### src/rtl/dts_ctrl.sv
// Sequencer for the DTSA temperature sensor: warms the sensor up, counts synchronized
// DTSO pulses over a 2**WIN_LOG2-cycle window and reports a saturating code plus alarm.
module dts_ctrl #(
   parameter int WARMUP_CYC = 64,
   parameter int WIN_LOG2   = 8
) (
   input  logic                clk,
   input  logic                rstn,
   input  logic                start,
   input  logic                cont,
   input  logic [1:0]          range,
   input  logic [WIN_LOG2-1:0] thr_hi,
   input  logic [WIN_LOG2-1:0] thr_lo,
   input  logic                dtso,
   output logic                dtsi0,
   output logic                dtsi1,
   output logic                dtsi2,
   output logic                dtsi3,
   output logic                busy,
   output logic                valid,
   output logic [WIN_LOG2-1:0] result,
   output logic                alarm
);

   // state     | meaning
   // S_IDLE    | sensor off, waiting for start
   // S_WARMUP  | sensor enabled, settling for WARMUP_CYC cycles
   // S_MEASURE | strobe high, accumulating synchronized dtso for one window
   // S_DONE    | one cycle: result/alarm/valid presented, then re-measure or idle

   localparam int RES_W   = WIN_LOG2;
   localparam int WIN     = 2**WIN_LOG2;
   localparam int TMR_MAX = (WARMUP_CYC > WIN) ? WARMUP_CYC : WIN;
   localparam int TMR_W   = (TMR_MAX > 1) ? $clog2(TMR_MAX) : 1;
   localparam logic [TMR_W-1:0] WARM_LD = TMR_W'(WARMUP_CYC - 1);
   localparam logic [TMR_W-1:0] WIN_LD  = TMR_W'(WIN - 1);

   typedef enum logic [1:0] {
      S_IDLE,
      S_WARMUP,
      S_MEASURE,
      S_DONE
   } state_t;

   state_t            state;
   logic [TMR_W-1:0]  tmr;
   logic [WIN_LOG2:0] cnt;
   logic              dtso_m;
   logic              dtso_s;

   logic [WIN_LOG2:0] sum;
   logic [RES_W-1:0]  res_new;
   logic              alarm_new;

   // dtso is asynchronous to clk; only dtso_s may feed the counter
   always_ff @(posedge clk or negedge rstn) begin
      if (!rstn) begin
         dtso_m <= 1'b0;
         dtso_s <= 1'b0;
      end else begin
         dtso_m <= dtso;
         dtso_s <= dtso_m;
      end
   end

   // last window sample is folded in here so result is ready together with valid
   always_comb begin
      sum     = cnt + {{WIN_LOG2{1'b0}}, dtso_s};
      res_new = sum[WIN_LOG2] ? {RES_W{1'b1}} : sum[RES_W-1:0];
      alarm_new = alarm;
      if (res_new >= thr_hi)
         alarm_new = 1'b1;
      else if (res_new <= thr_lo)
         alarm_new = 1'b0;
   end

   always_ff @(posedge clk or negedge rstn) begin
      if (!rstn) begin
         state  <= S_IDLE;
         tmr    <= '0;
         cnt    <= '0;
         dtsi0  <= 1'b0;
         dtsi1  <= 1'b0;
         dtsi2  <= 1'b0;
         dtsi3  <= 1'b0;
         busy   <= 1'b0;
         valid  <= 1'b0;
         result <= '0;
         alarm  <= 1'b0;
      end else begin
         case (state)
            S_IDLE: begin
               valid <= 1'b0;
               if (start) begin
                  state <= S_WARMUP;
                  tmr   <= WARM_LD;
                  dtsi0 <= 1'b1;
                  dtsi1 <= 1'b0;
                  dtsi2 <= range[0];
                  dtsi3 <= range[1];
                  busy  <= 1'b1;
               end
            end
            S_WARMUP: begin
               if (tmr == '0) begin
                  state <= S_MEASURE;
                  tmr   <= WIN_LD;
                  cnt   <= '0;
                  dtsi1 <= 1'b1;
               end else begin
                  tmr <= tmr - 1'b1;
               end
            end
            S_MEASURE: begin
               if (tmr == '0) begin
                  state  <= S_DONE;
                  cnt    <= '0;
                  dtsi1  <= 1'b0;
                  valid  <= 1'b1;
                  result <= res_new;
                  alarm  <= alarm_new;
               end else begin
                  tmr <= tmr - 1'b1;
                  cnt <= sum;
               end
            end
            S_DONE: begin
               valid <= 1'b0;
               if (cont) begin
                  state <= S_MEASURE;
                  tmr   <= WIN_LD;
                  dtsi1 <= 1'b1;
               end else begin
                  state <= S_IDLE;
                  dtsi0 <= 1'b0;
                  busy  <= 1'b0;
               end
            end
            default: begin
               state <= S_IDLE;
               dtsi0 <= 1'b0;
               dtsi1 <= 1'b0;
               busy  <= 1'b0;
               valid <= 1'b0;
            end
         endcase
      end
   end

endmodule

### config.mk
export PLATFORM = sky130hd
export DESIGN_NAME = dts_ctrl
export DESIGN_NICKNAME = d
export VERILOG_FILES = /design/src/rtl/dts_ctrl.sv
export SDC_FILE = /design/constraint.sdc
export NUM_CORES = 1
export LEC_CHECK = 0
export CELL_PAD_IN_SITES_DETAIL_PLACEMENT = 0
export CELL_PAD_IN_SITES_GLOBAL_PLACEMENT = 1
export CORE_UTILIZATION = 42
export CTS_BUF_LIST = sky130_fd_sc_hd__clkbuf_8
export DETAILED_ROUTE_END_ITERATION = 10
export PLACE_DENSITY_LB_ADDON = 0.2
export REMOVE_ABC_BUFFERS = 1
export SLEW_MARGIN = 5
export SYNTH_ARGS = -nofsm -noshare
export SYNTH_HDL_FRONTEND = slang
export SYNTH_SLANG_ARGS = --single-unit
### constraint.sdc
create_clock -name clk -period 3 [get_ports clk]
set_input_delay 0.3 -clock clk [delete_from_list [all_inputs] [get_ports clk]]
set_output_delay 0.3 -clock clk [all_outputs]
set_load 0.03 [all_outputs]
Word-level counts from Yosys, hierarchy flattened:

Index checks and enable logic that the tools add are counted.

* register bits after elaboration: 35
* output and inout bits: 15
* word-level logic and storage cells: 66
* input bits: 23

* equality and inequality tests: 9
* order comparisons: 2
* add/sub/neg operators: 2
* reductions and logical operators: 16
* multiplexer cells: 25

Operator list (number)
* 8-bit 2-to-1 mux: 5
* 8-bit case mux with 4 select lines: 1
* 9-bit 2-to-1 mux: 2
* 9-bit case mux with 2 select lines: 1
* 2-bit != test (second input constant): 6
* 3-bit AND reduction: 4
* 9-bit by 1-bit adder with 9-bit output: 1
* 8-bit greater-or-equal comparator: 1
* 8-bit <= comparator: 1
* 8-bit logical NOT: 1
* 1-bit 2-to-1 mux: 8
* 2-bit 2-to-1 mux: 4
* 2-bit case mux with 4 select lines: 1
* 2-bit AND reduction: 4
* 2-bit nonzero test: 4
* 8-bit by 1-bit subtractor with 8-bit output (second input constant): 1
* 2-bit == test (second input constant): 2
* 1-bit case mux with 2 select lines: 2
* 1-bit case mux with 4 select lines: 1
* 4-bit AND reduction: 1
* 2-bit by 1-bit == test with 1-bit output (second input constant): 1
* 2-bit logical NOT: 1
* 2-bit OR reduction: 1

Logic depth before layout (Yosys ltp):

* word-level depth: 5
* mapped depth: 14

Worst setup path after synthesis:

Ideal clock, no wire load.

* kind: reg2reg
* start: reg cnt[0]
* end: reg alarm
* data arrival time: 2595 ps
* period minus slack after synthesis: 2725 ps
* cell stages (with the launch flop): 14
* path buffers: 1
* data required time: 2870 ps
* slack: 275 ps
* path through: dfrtp_1 -> ha_1 -> ha_1 -> and3_1 -> clkbuf_1 -> nand3_1 -> xor2_1 -> nor2b_1 -> ha_1 -> nand2b_1 -> a2111oi_0 -> o311ai_0 -> o21ai_0 -> o21ai_0

* longest elaborated chain between the ends: 5
* elaborated cells on any way between the ends: 7
* classes of those cells: add/sub (1); order compare (2); mux (2); reduce/logical (2)

Ends and longest elaborated chain
* start, declared: RTL line 47 `logic [WIN_LOG2:0] cnt;`
* start signal, assigned: RTL line 124 `cnt <= sum;`
* 9-bit by 1-bit adder with 9-bit output (*): RTL line 68 `sum = cnt + {{WIN_LOG2{1'b0}}, dtso_s};`
* 8-bit 2-to-1 mux (*): RTL line 69 `res_new = sum[WIN_LOG2] ? {RES_W{1'b1}} : sum[RES_W-1:0];`
* 8-bit greater-or-equal comparator / 8-bit <= comparator (equally long branches): RTL line 71, 73
* 2-bit nonzero test (no source line)
* 3-bit AND reduction (no source line)
* end signal, assigned: RTL line 121 `alarm <= alarm_new;`
* end, declared: RTL line 22 `output logic alarm`

Mark *: on every way between the ends. The rest lies on a longest branch, timed or not.
A chain may end at the register's enable or synchronous reset.

Final worst setup path:

Ends and elaborated chain as after synthesis.

==> impl_results.md <==
- Vias in the first global route: 1,755
- # IOs: 38
- Initial core utilization: 43.82%
- Achievable Freq: 0.3638 GHz
- GPL Wtd Cong: 0.8050
- Yosys Warn Count: 0
- Status: finished, final reports clean
- Die ar.: 5659 sq um
- All-layer global routing usage: 19.49%
- Worst reg-to-reg setup slack: 0.25 ns
- Crit path kind: reg2reg
- Final Cell Area: 2783 sq um
- Place WS: 0.2157 ns
- First-pass GRT wire length: 8.238 mm
- Drt pass-1 iters: 4
- Clk pwr share: 16.1%
- Hold Path End: dtso_s
- Dpl cell area: 2683 sq um
- HPWL after DPL: 3.622 mm
- Post-synth EDFFs: 0
- Nets@finish: 329
- Most used DFF post-synth: dfrtp_1
- Clock sink count: 35
- RR Endpoint: alarm
- Critical R2R Launch: cnt[0]
- DP Cell Count: 346
- DRC violations left: 0
- Yosys reg bits: 35
- Final ANT Viol Nets: 0
- Asr flop ratio synth: 100.0%
- I/O Buffers: 37
- Largest cells by area after synthesis: dfrtp_1, ha_1, a21oi_1, a31oi_1, inv_1
- Worst setup margin: 0.2514 ns
- Die H: 75.23 microns
- Worst Path Max Fanout: 5
- PwrDens: 839.1 nW/um^2
- H-tree lvl count: 2
- HP Class: reg2reg
- Worst R2R Path Depth: 12
- Pleak: 1.315 nW
- WHS Path Cells: 0
- Int Pwr: 1.331 mW
- Sequential Power Share: 31.8%
- Req. time, crit path: 3.17 ns
- Root buf cell: clkbuf_8
- Largest net degree at the start of global routing: 36
- Clk buf depth: 2
- Post-CTS setup buffers: 0
- # setup viols final: 0
- Later-pin clock latency in the skew report: 0.30 ns
- Final hold violation count: 0
- Standard-cell rows: 26
- Synth cell types: 43
- HP Start: dtso_m
- Critical Path AT: 2.92 ns
- Logic gate share of total power: 52.1%
- Gr ovfl total: 0
- Mapped Area: 2252 sq um
- Detailed Route Iter0 Violations: 78
- RSZ-0062 raised after global routing: no
- Relative slew margins: 53.15%
- Final Power: 2.335 mW
- CP startpoint kind: flop
- Most frequent cell after synthesis: dfrtp_1
- Worst-path clk slew: 0.07 ns
- Max Cap Viol: 0
- Critical Path End Type: flop
- Post-synth top cells: dfrtp_1, ha_1, inv_1, nor2_1, a21oi_1
- Syn avg cell area: 9.155 sq um
- Synthesized instance count: 246
- Fraction of layout cells with a size suffix above 1: 8.803%
- Area share of the largest cell type after synthesis: 38.89%
- Post-layout minimum cycle time: 2.749 ns
- TritonCTS clock tree: yes
- Final WL: 4.796 mm
- Final Skew: 0.01187 ns
- Die Wd: 75.23 microns
- Setup TNS: 0 ns
- Post-synth top area cell: dfrtp_1
- CTS resizes: 0
- P_sw: 1.004 mW
- Switching part of the total: 43.00%
- VDD IR max: 0.0005486 V
- Fin crit share: 91.62%
- Routed len/inst: 13.55 microns
- Finished Layout Cells: 354
- Cts hold-fix bufs: 0
- Core area: 5140 sq um
- Seq/Total Area, Yosys: 38.89%
- Syn-to-layout area delta: 23.56%
- Initial antenna violation count: 0
- Number of buffers created by CTS: 5
- Diode count: 0
- Slew @ Worst Pin: 0.6833 ns
- Max-slew violation count: 0
- Vias/cell: 5.232
- Worst hold margin: 0.3516 ns
- Post-layout util: 54.14%
- Vias: 1,852
## per-layer routing
metal / track usage (%) / share of wire (%)
met4: 6.173 / 1.5
met2: 27.23 / 40
met3: 4.685 / 5.8
met5: 0 / 0
met1: 29.54 / 53
## how the worst max path moves through the flow
stage | start | end | slack (ns) | cells after the start
6_report | cnt[0] | alarm | 0.25 | 12
5_1_grt | cnt[0] | alarm | 0.06 | 12
4_1_cts | cnt[0] | alarm | 0.21 | 12
3_5_place_dp | cnt[0] | alarm | 0.22 | 12
3_3_place_gp | cnt[0] | alarm | 0.33 | 12
2_1_floorplan | cnt[0] | alarm | 0.01 | 12
## logic make-up after synthesis
family          Yosys count  synth area share, %
compound gates           76                21.39
simple gates             66                14.78
flops                    35                38.89
buf+inv                  33                6.555
fa+ha+maj                23                12.78
xor+xnor                  7                2.722
mux                       6                2.889
## cell usage in the layout (no fill, tap or decap), types with 2 or more instances in the layout
| cell type | synthesis | final |
|---|---|---|
| inv_1 | 20 | 21 |
| nand4_1 | 3 | 3 |
| nor2b_1 | 3 | 3 |
| a21oi_1 | 17 | 17 |
| a22o_1 | 2 | 2 |
| o31ai_2 | 3 | 3 |
| buf_4 | 1 | 6 |
| xor2_1 | 4 | 4 |
| ha_1 | 23 | 23 |
| clkbuf_8 | 0 | 7 |
| nand2_1 | 16 | 16 |
| nor3_1 | 8 | 8 |
| nor2_1 | 20 | 20 |
| o21ai_1 | 11 | 11 |
| and3_1 | 3 | 3 |
| a211oi_1 | 4 | 4 |
| nand3_1 | 4 | 4 |
| nand2b_1 | 3 | 3 |
| mux2i_1 | 2 | 2 |
| a31oi_1 | 12 | 12 |
| o21ai_0 | 14 | 14 |
| mux2_2 | 4 | 4 |
| a21o_1 | 2 | 2 |
| clkdlybuf4s50_1 | 0 | 37 |
| o21ai_2 | 2 | 2 |
| xnor2_1 | 3 | 3 |
| dfrtp_1 | 35 | 35 |
## state kept, by name (all words and copies together) (netlist names), 2 cells and up
| signal | count |
|---|---|
| result | 8 |
| state | 2 |
| cnt | 9 |
| tmr | 8 |
## cell type report
cell class,instances,area [sq um]
multi-input cells,178,1229
flip-flops and latches,35,875.8
fillers,516,2357
repair buffers,43,415.4
clock inverters,1,3.754
clock buffers,7,96.34
inverters,20,75.07
well taps,70,87.58
## power by group through the flow
stage	Combinational, mW	Clock (mW)	Sequential, mW
5_1_grt	1.39	0.403	0.765
3_3_place_gp	1.21	0	0.750
3_5_place_dp	1.22	0	0.752
6_report	1.22	0.375	0.743
4_1_cts	1.23	0.385	0.744
2_1_floorplan	0.769	0	0.826
## critical path: stages, from the launching register on
cell and delay (ns):
dfrtp_1 0.38, ha_1 0.21, ha_1 0.24, and3_1 0.20, nand3_1 0.09, xor2_1 0.17
nor2b_1 0.20, ha_1 0.24, nand2b_1 0.15, a2111oi_0 0.40, o311ai_0 0.15, o21ai_0 0.09
o21ai_0 0.11
(Power assumes the default switching activity.)
